===== src/rtl/inst_fetch_queue_if.sv =====
// Fetch/issue handshake bundle for the instruction fetch queue.
// The master drives push data and pops; the slave (the queue) drives status and head entries.
interface inst_fetch_queue_if #(
  parameter int unsigned DEPTH = 16
);
  localparam int unsigned PTR_W = $clog2(DEPTH);

  logic              flush;
  logic              inst_ok1;
  logic              inst_ok2;
  logic [31:0]       inst_rdata1;
  logic [31:0]       inst_rdata2;
  logic [31:0]       inst_pc;
  logic              full;
  logic              out_valid1;
  logic              out_valid2;
  logic [31:0]       out_inst1;
  logic [31:0]       out_inst2;
  logic [31:0]       out_pc1;
  logic [31:0]       out_pc2;
  logic              pop1;
  logic              pop2;
  logic [PTR_W:0]    count;

  modport master (
    output flush, inst_ok1, inst_ok2, inst_rdata1, inst_rdata2, inst_pc, pop1, pop2,
    input  full, out_valid1, out_valid2, out_inst1, out_inst2, out_pc1, out_pc2, count
  );

  modport slave (
    input  flush, inst_ok1, inst_ok2, inst_rdata1, inst_rdata2, inst_pc, pop1, pop2,
    output full, out_valid1, out_valid2, out_inst1, out_inst2, out_pc1, out_pc2, count
  );
endinterface


===== src/rtl/inst_fetch_queue.sv =====
// Dual-write / dual-read instruction FIFO between the I-cache and dual-issue decode.
// Head two entries are presented combinationally; flush empties the queue on redirect.
module inst_fetch_queue #(
  parameter int unsigned DEPTH = 16
) (
  input  logic               clk,
  input  logic               rst,
  inst_fetch_queue_if.slave  fq
);
  localparam int unsigned PTR_W = $clog2(DEPTH);
  localparam int unsigned CNT_W = PTR_W + 1;

  typedef struct packed {
    logic [31:0] pc;
    logic [31:0] inst;
  } entry_t;

  entry_t           mem [DEPTH];
  entry_t           head1;
  entry_t           head2;
  logic [PTR_W-1:0] wr_ptr;
  logic [PTR_W-1:0] rd_ptr;
  logic [PTR_W-1:0] wr_ptr_p1;
  logic [PTR_W-1:0] rd_ptr_p1;
  logic [CNT_W-1:0] count_q;
  logic [CNT_W-1:0] push_n;
  logic [CNT_W-1:0] pop_n;
  logic             push1;
  logic             push2;
  logic             full_c;
  logic             valid1;
  logic             valid2;

  // Push/pop qualification; full is conservative so a same-cycle pop never admits a push.
  always_comb begin
    full_c    = count_q >= CNT_W'(DEPTH - 1);
    valid1    = count_q >= CNT_W'(1);
    valid2    = count_q >= CNT_W'(2);
    push1     = fq.inst_ok1 & ~full_c & ~fq.flush;
    push2     = push1 & fq.inst_ok2;
    push_n    = CNT_W'(push1) + CNT_W'(push2);
    pop_n     = '0;
    if (!fq.flush) begin
      pop_n = CNT_W'(fq.pop1 & valid1) + CNT_W'(fq.pop1 & fq.pop2 & valid2);
    end
    wr_ptr_p1 = wr_ptr + PTR_W'(1);
    rd_ptr_p1 = rd_ptr + PTR_W'(1);
  end

  always_ff @(posedge clk or negedge rst) begin
    if (!rst) begin
      wr_ptr  <= '0;
      rd_ptr  <= '0;
      count_q <= '0;
    end else if (fq.flush) begin
      wr_ptr  <= '0;
      rd_ptr  <= '0;
      count_q <= '0;
    end else begin
      wr_ptr  <= wr_ptr + PTR_W'(push_n);
      rd_ptr  <= rd_ptr + PTR_W'(pop_n);
      count_q <= count_q + push_n - pop_n;
    end
  end

  // Storage is not reset; only occupancy determines what is visible.
  always_ff @(posedge clk) begin
    if (push1) mem[wr_ptr]    <= {fq.inst_pc, fq.inst_rdata1};
    if (push2) mem[wr_ptr_p1] <= {fq.inst_pc + 32'd4, fq.inst_rdata2};
  end

  assign head1         = mem[rd_ptr];
  assign head2         = mem[rd_ptr_p1];
  assign fq.full       = full_c;
  assign fq.out_valid1 = valid1;
  assign fq.out_valid2 = valid2;
  assign fq.out_inst1  = valid1 ? head1.inst : 32'd0;
  assign fq.out_pc1    = valid1 ? head1.pc   : 32'd0;
  assign fq.out_inst2  = valid2 ? head2.inst : 32'd0;
  assign fq.out_pc2    = valid2 ? head2.pc   : 32'd0;
  assign fq.count      = count_q;
endmodule


===== src/flat_wrapper.sv =====
// flat-port wrapper written by rule: the top's interface ports become plain ports
module inst_fetch_queue_flat 
#(
  parameter int unsigned DEPTH = 16
)
  (clk, rst, fq_flush, fq_inst_ok1, fq_inst_ok2, fq_inst_rdata1, fq_inst_rdata2, fq_inst_pc, fq_pop1, fq_pop2, fq_full, fq_out_valid1, fq_out_valid2, fq_out_inst1, fq_out_inst2, fq_out_pc1, fq_out_pc2, fq_count);
  inst_fetch_queue_if #(.DEPTH(DEPTH)) fq_i ();
  input  logic clk;
  input  logic rst;
  input wire logic [$bits(fq_i.flush)-1:0] fq_flush;
  input wire logic [$bits(fq_i.inst_ok1)-1:0] fq_inst_ok1;
  input wire logic [$bits(fq_i.inst_ok2)-1:0] fq_inst_ok2;
  input wire logic [$bits(fq_i.inst_rdata1)-1:0] fq_inst_rdata1;
  input wire logic [$bits(fq_i.inst_rdata2)-1:0] fq_inst_rdata2;
  input wire logic [$bits(fq_i.inst_pc)-1:0] fq_inst_pc;
  input wire logic [$bits(fq_i.pop1)-1:0] fq_pop1;
  input wire logic [$bits(fq_i.pop2)-1:0] fq_pop2;
  output wire logic [$bits(fq_i.full)-1:0] fq_full;
  output wire logic [$bits(fq_i.out_valid1)-1:0] fq_out_valid1;
  output wire logic [$bits(fq_i.out_valid2)-1:0] fq_out_valid2;
  output wire logic [$bits(fq_i.out_inst1)-1:0] fq_out_inst1;
  output wire logic [$bits(fq_i.out_inst2)-1:0] fq_out_inst2;
  output wire logic [$bits(fq_i.out_pc1)-1:0] fq_out_pc1;
  output wire logic [$bits(fq_i.out_pc2)-1:0] fq_out_pc2;
  output wire logic [$bits(fq_i.count)-1:0] fq_count;
  assign fq_i.flush = fq_flush;
  assign fq_i.inst_ok1 = fq_inst_ok1;
  assign fq_i.inst_ok2 = fq_inst_ok2;
  assign fq_i.inst_rdata1 = fq_inst_rdata1;
  assign fq_i.inst_rdata2 = fq_inst_rdata2;
  assign fq_i.inst_pc = fq_inst_pc;
  assign fq_i.pop1 = fq_pop1;
  assign fq_i.pop2 = fq_pop2;
  assign fq_full = fq_i.full;
  assign fq_out_valid1 = fq_i.out_valid1;
  assign fq_out_valid2 = fq_i.out_valid2;
  assign fq_out_inst1 = fq_i.out_inst1;
  assign fq_out_inst2 = fq_i.out_inst2;
  assign fq_out_pc1 = fq_i.out_pc1;
  assign fq_out_pc2 = fq_i.out_pc2;
  assign fq_count = fq_i.count;
  inst_fetch_queue #(.DEPTH(DEPTH)) u_core (.clk(clk), .rst(rst), .fq(fq_i));
endmodule

===== config.mk =====
export PLATFORM = sky130hd
export DESIGN_NAME = inst_fetch_queue_flat
export DESIGN_NICKNAME = d
export VERILOG_FILES = /design/src/rtl/inst_fetch_queue_if.sv /design/src/rtl/inst_fetch_queue.sv /design/src/flat_wrapper.sv
export SDC_FILE = /design/constraint.sdc
export NUM_CORES = 2
export LEC_CHECK = 0
export BUFFER_PORTS_ARGS = -buffer_cell sky130_fd_sc_hd__buf_2
export CELL_PAD_IN_SITES_DETAIL_PLACEMENT = 1
export CELL_PAD_IN_SITES_GLOBAL_PLACEMENT = 2
export CORE_MARGIN = 4
export CORE_UTILIZATION = 40
export CTS_CLUSTER_SIZE = 12
export DETAILED_ROUTE_END_ITERATION = 10
export PLACE_DENSITY = 0.72
export RECOVER_POWER = 25
export SLEW_MARGIN = 10
export SYNTH_ARGS = -nofsm -noshare
export SYNTH_HDL_FRONTEND = slang
export SYNTH_SLANG_ARGS = --single-unit

===== constraint.sdc =====
create_clock -name clk -period 8.4 [get_ports clk]
set_clock_uncertainty 0.2 [all_clocks]
set_input_delay 0 -clock clk [delete_from_list [all_inputs] [get_ports clk]]
set_output_delay 0 -clock clk [all_outputs]
set_load 0.01 [all_outputs]

==> key figures <==
Run status
  • Status: finished with violations
  • Failing checks: max-capacitance violations, max-slew violations

Place
  • Gpl congestion: 0.815
  • Worst slack at placement: around 3.6 ns
  • Port Buf Inserts: 238
  • Cell Area, Placed: between 0.06 and 0.07 mm2
  • Hpwl dp: approximately 140,000 um

Timing
  • Setup_tns: 0 ns
  • RSZ-0062 raised after global routing: no
  • Post-route setup slack: 1.76 ns
  • Max-slew headroom: -2.70
  • Hold Fails Final Rpt: 0
  • Final setup vio count: 0
  • Worst-margin pin slew: 5.56 ns
  • Achievable Freq: 151 MHz
  • Clock period minus worst slack: 6.64 ns
  • Max-slew violations: 1,125
  • Final Cycle Share: 0.791

Routing
  • DR WL/cell: 34.4 um
  • DRC: 0
  • Vias per cell: between 6 and 7
  • First-pass DRT Iterations: 6
  • Post-DRT Antenna Nets: 0
  • Post-Route WL: 257,000 um
  • Drt first-iter violations: 5,677
  • Via count of the routed design: around 47k

Pwr
  • Pwr dens: ~250 mW/mm2
  • Sw frac: 0.348
  • P_sw: 6.13 mW
  • Pint: 11.5 mW
  • Clock Power Share: 0.305
  • Combinational power share: 0.360
  • Total power: around 18 mW
  • Register share of total power: 0.335
  • Leak: 23.7 nW
  • Worst ir drop on vdd: 0.326 mV

Yosys
  • Seq/Total Area, Yosys: 0.501
  • Post-Syn Instances: approximately 5.3k
  • EDFF count, synth: 1,024
  • Top cells by count, synth: nand2_1, edfxtp_1, mux4_2
  • Flops & latches, synth: a little over 1k
  • Mapped cell area: 0.0620 mm2
  • Count of cell types in the netlist: 53
  • Area contributors post-synth: edfxtp_1, mux4_2, nand2_1
  • Cell taking the most area after synthesis: edfxtp_1
  • Async SR Flop Fraction: 0.0125
  • Synth Warn #: 0
  • Mapped Nets: 5,406
  • Syn_area_per_cell: 11.7 um2
  • Most used DFF post-synth: edfxtp_1
  • Top cell type's share of synthesized area: 0.496
  • Most frequent cell after synthesis: nand2_1

Setup path
  • R2r setup slk: approximately 1.8 ns
  • Crit end category: register
  • Setup CP Type: reg -> reg
  • Required time of the critical path: 8.82 ns
  • CP arrival: 7.07 ns
  • RR Startpoint: u_core.fq.count[0]$_DFF_PN0_
  • Cell depth of the worst flop-to-flop path: 6
  • FF-to-FF End: u_core.mem[1][10]$_DFFE_PP_
  • Worst-path maximum fanout: 43
  • Startpoint class of the critical path: register

Floorplanning
  • Die footprint: 0.161 mm2
  • Initial Utilization: 0.403
  • # IOs: 239
  • Die Wd: 402 um
  • Area of the core: 0.154 mm2
  • Vert. Die Dim: approximately 400 um
  • # rows: 144

Final layout
  • Utilization after layout: 0.453
  • Final nets: 5,422
  • Final instance area: approximately 0.070 mm2
  • Area delta synth->final: 12.5%
  • Share of layout cells above drive strength 1: 0.196
  • Fill cells: 16.0k

Clock tree
  • CTS Buf Count: 120
  • CTS tree: yes
  • Post-CTS setup buffers: 0
  • Root Driver: clkbuf_16
  • Htree depth: 3
  • CTS resizes: 0
  • Worst-Skew Late Latency: approximately 0.77 ns
  • Clk sinks: 1,037
  • Clock transition at path regs: ~0.06 ns
  • Max Root-Sink Buffers: 3

GRT
  • Total track usage: 0.313
  • Pin count of the biggest net entering global routing: 124
  • Antenna violations before repair: 21
  • Vias in the first global route: 48.0k
  • GRT overflow: 0
  • First-pass GRT wire length: 364,000 um

Flow run
  • Max_cap viols: 39

Min path
  • Hold depth: 4
  • Worst Min Path Start: fq_inst_rdata1[27]
  • Worst Hold Class: in -> reg
  • Hold EP: u_core.mem[8][27]$_DFFE_PP_
state kept, by name, summed over array words and instances (netlist names):
signal,flops
u_core.wr_ptr,4
u_core.fq.count,5
u_core.mem,1024
u_core.rd_ptr,4
worst max path at each step:
stage	end	depth (start not counted)	start
after CTS	fq_out_inst1[24]	6	u_core.rd_ptr[1]$_DFF_PN0_
after floorplan	u_core.mem[5][0]$_DFFE_PP_	9	u_core.fq.count[4]$_DFF_PN0_
after global placement	u_core.mem[12][49]$_DFFE_PP_	7	u_core.fq.count[4]$_DFF_PN0_
final	u_core.mem[1][10]$_DFFE_PP_	6	u_core.fq.count[0]$_DFF_PN0_
after global routing	u_core.mem[1][10]$_DFFE_PP_	6	u_core.fq.count[0]$_DFF_PN0_
after detailed placement	u_core.mem[12][40]$_DFFE_PP_	7	u_core.fq.count[4]$_DFF_PN0_
cell usage in the layout (no fill, tap or decap), types with 109 or more instances in the layout:
cell type	synthesis	routed
xor2_1	195	194
a22oi_1	127	127
nand2_1	1734	1733
mux2i_1	132	132
nand3_1	110	109
dlygate4sd3_1	0	140
mux4_2	510	510
clkbuf_16	0	121
edfxtp_1	1024	1024
buf_2	141	229
xnor2_1	278	278
stage by stage:
stage / hold WS, ns / instances
after floorplan: -0.496 / 5285
after global placement: -0.276 / 7083
after detailed placement: -0.275 / 7083
after CTS: 0.0139 / 7450
after global routing: 0.0942 / 7451
final: 0.0879 / 7460
per-layer routing:
layer / global-route usage / up-vias / part of all wire
met1: 0.424 / 24600 / 0.40
met2: 0.505 / 2464 / 0.47
li1: - / 19200 / -
met5: 0 / - / 0.00016
met4: 0.111 / 6 / 0.038
met3: 0.0593 / 517 / 0.090
power by group through the flow:
stage	logic, mW	clock network [mW]	registers, mW
final	6.35	5.39	5.91
after global routing	6.72	5.68	5.92
after CTS	6.40	5.46	5.91
after detailed placement	6.32	0	6.02
after global placement	6.27	0	6.01
after floorplan	4.13	0	5.94
final cells by class:
cell class	count	area (um2)	area share
Multi-Input combinational cell	3622	28600	0.410
Inverter	16	60.1	0.000861
Tap cell	2044	2560	0.0367
Clock inverter	88	863	0.0124
Sequential cell	1037	31100	0.446
Clock buffer	139	3100	0.0444
Antenna cell	10	25.0	0.000359
Timing Repair Buffer	504	3480	0.0498
cell families (layout without fill, tap and decap cells):
family	Yosys count	in the layout	share of synthesized area
XOR/XNOR	473	473	0.0668
flip-flops	1037	1037	0.501
multiplexers	642	642	0.207
other	0	10	0
AND/OR/NAND/NOR	2164	2164	0.144
AO/OA/AOI/OAI	325	325	0.0357
adder cells (fa/ha/maj)	18	18	0.00412
buffers and inverters	626	747	0.0415
what timing repair did:
action | in CTS | in global routing
endpoints found under the setup margin | 0 | 0
hold buffers | 140 | 0
hold endpoints to repair | 1060 | 0
critical path, cell delays in order (launching register included):
cell and delay (ns):
dfrtp_1 0.45, nand2_1 0.48, o211ai_1 0.55, clkbuf_1 3.91
nand2_1 0.13, nand2_1 0.17, dlygate4sd3_1 0.55
Power figures use the tool's default switching activity.
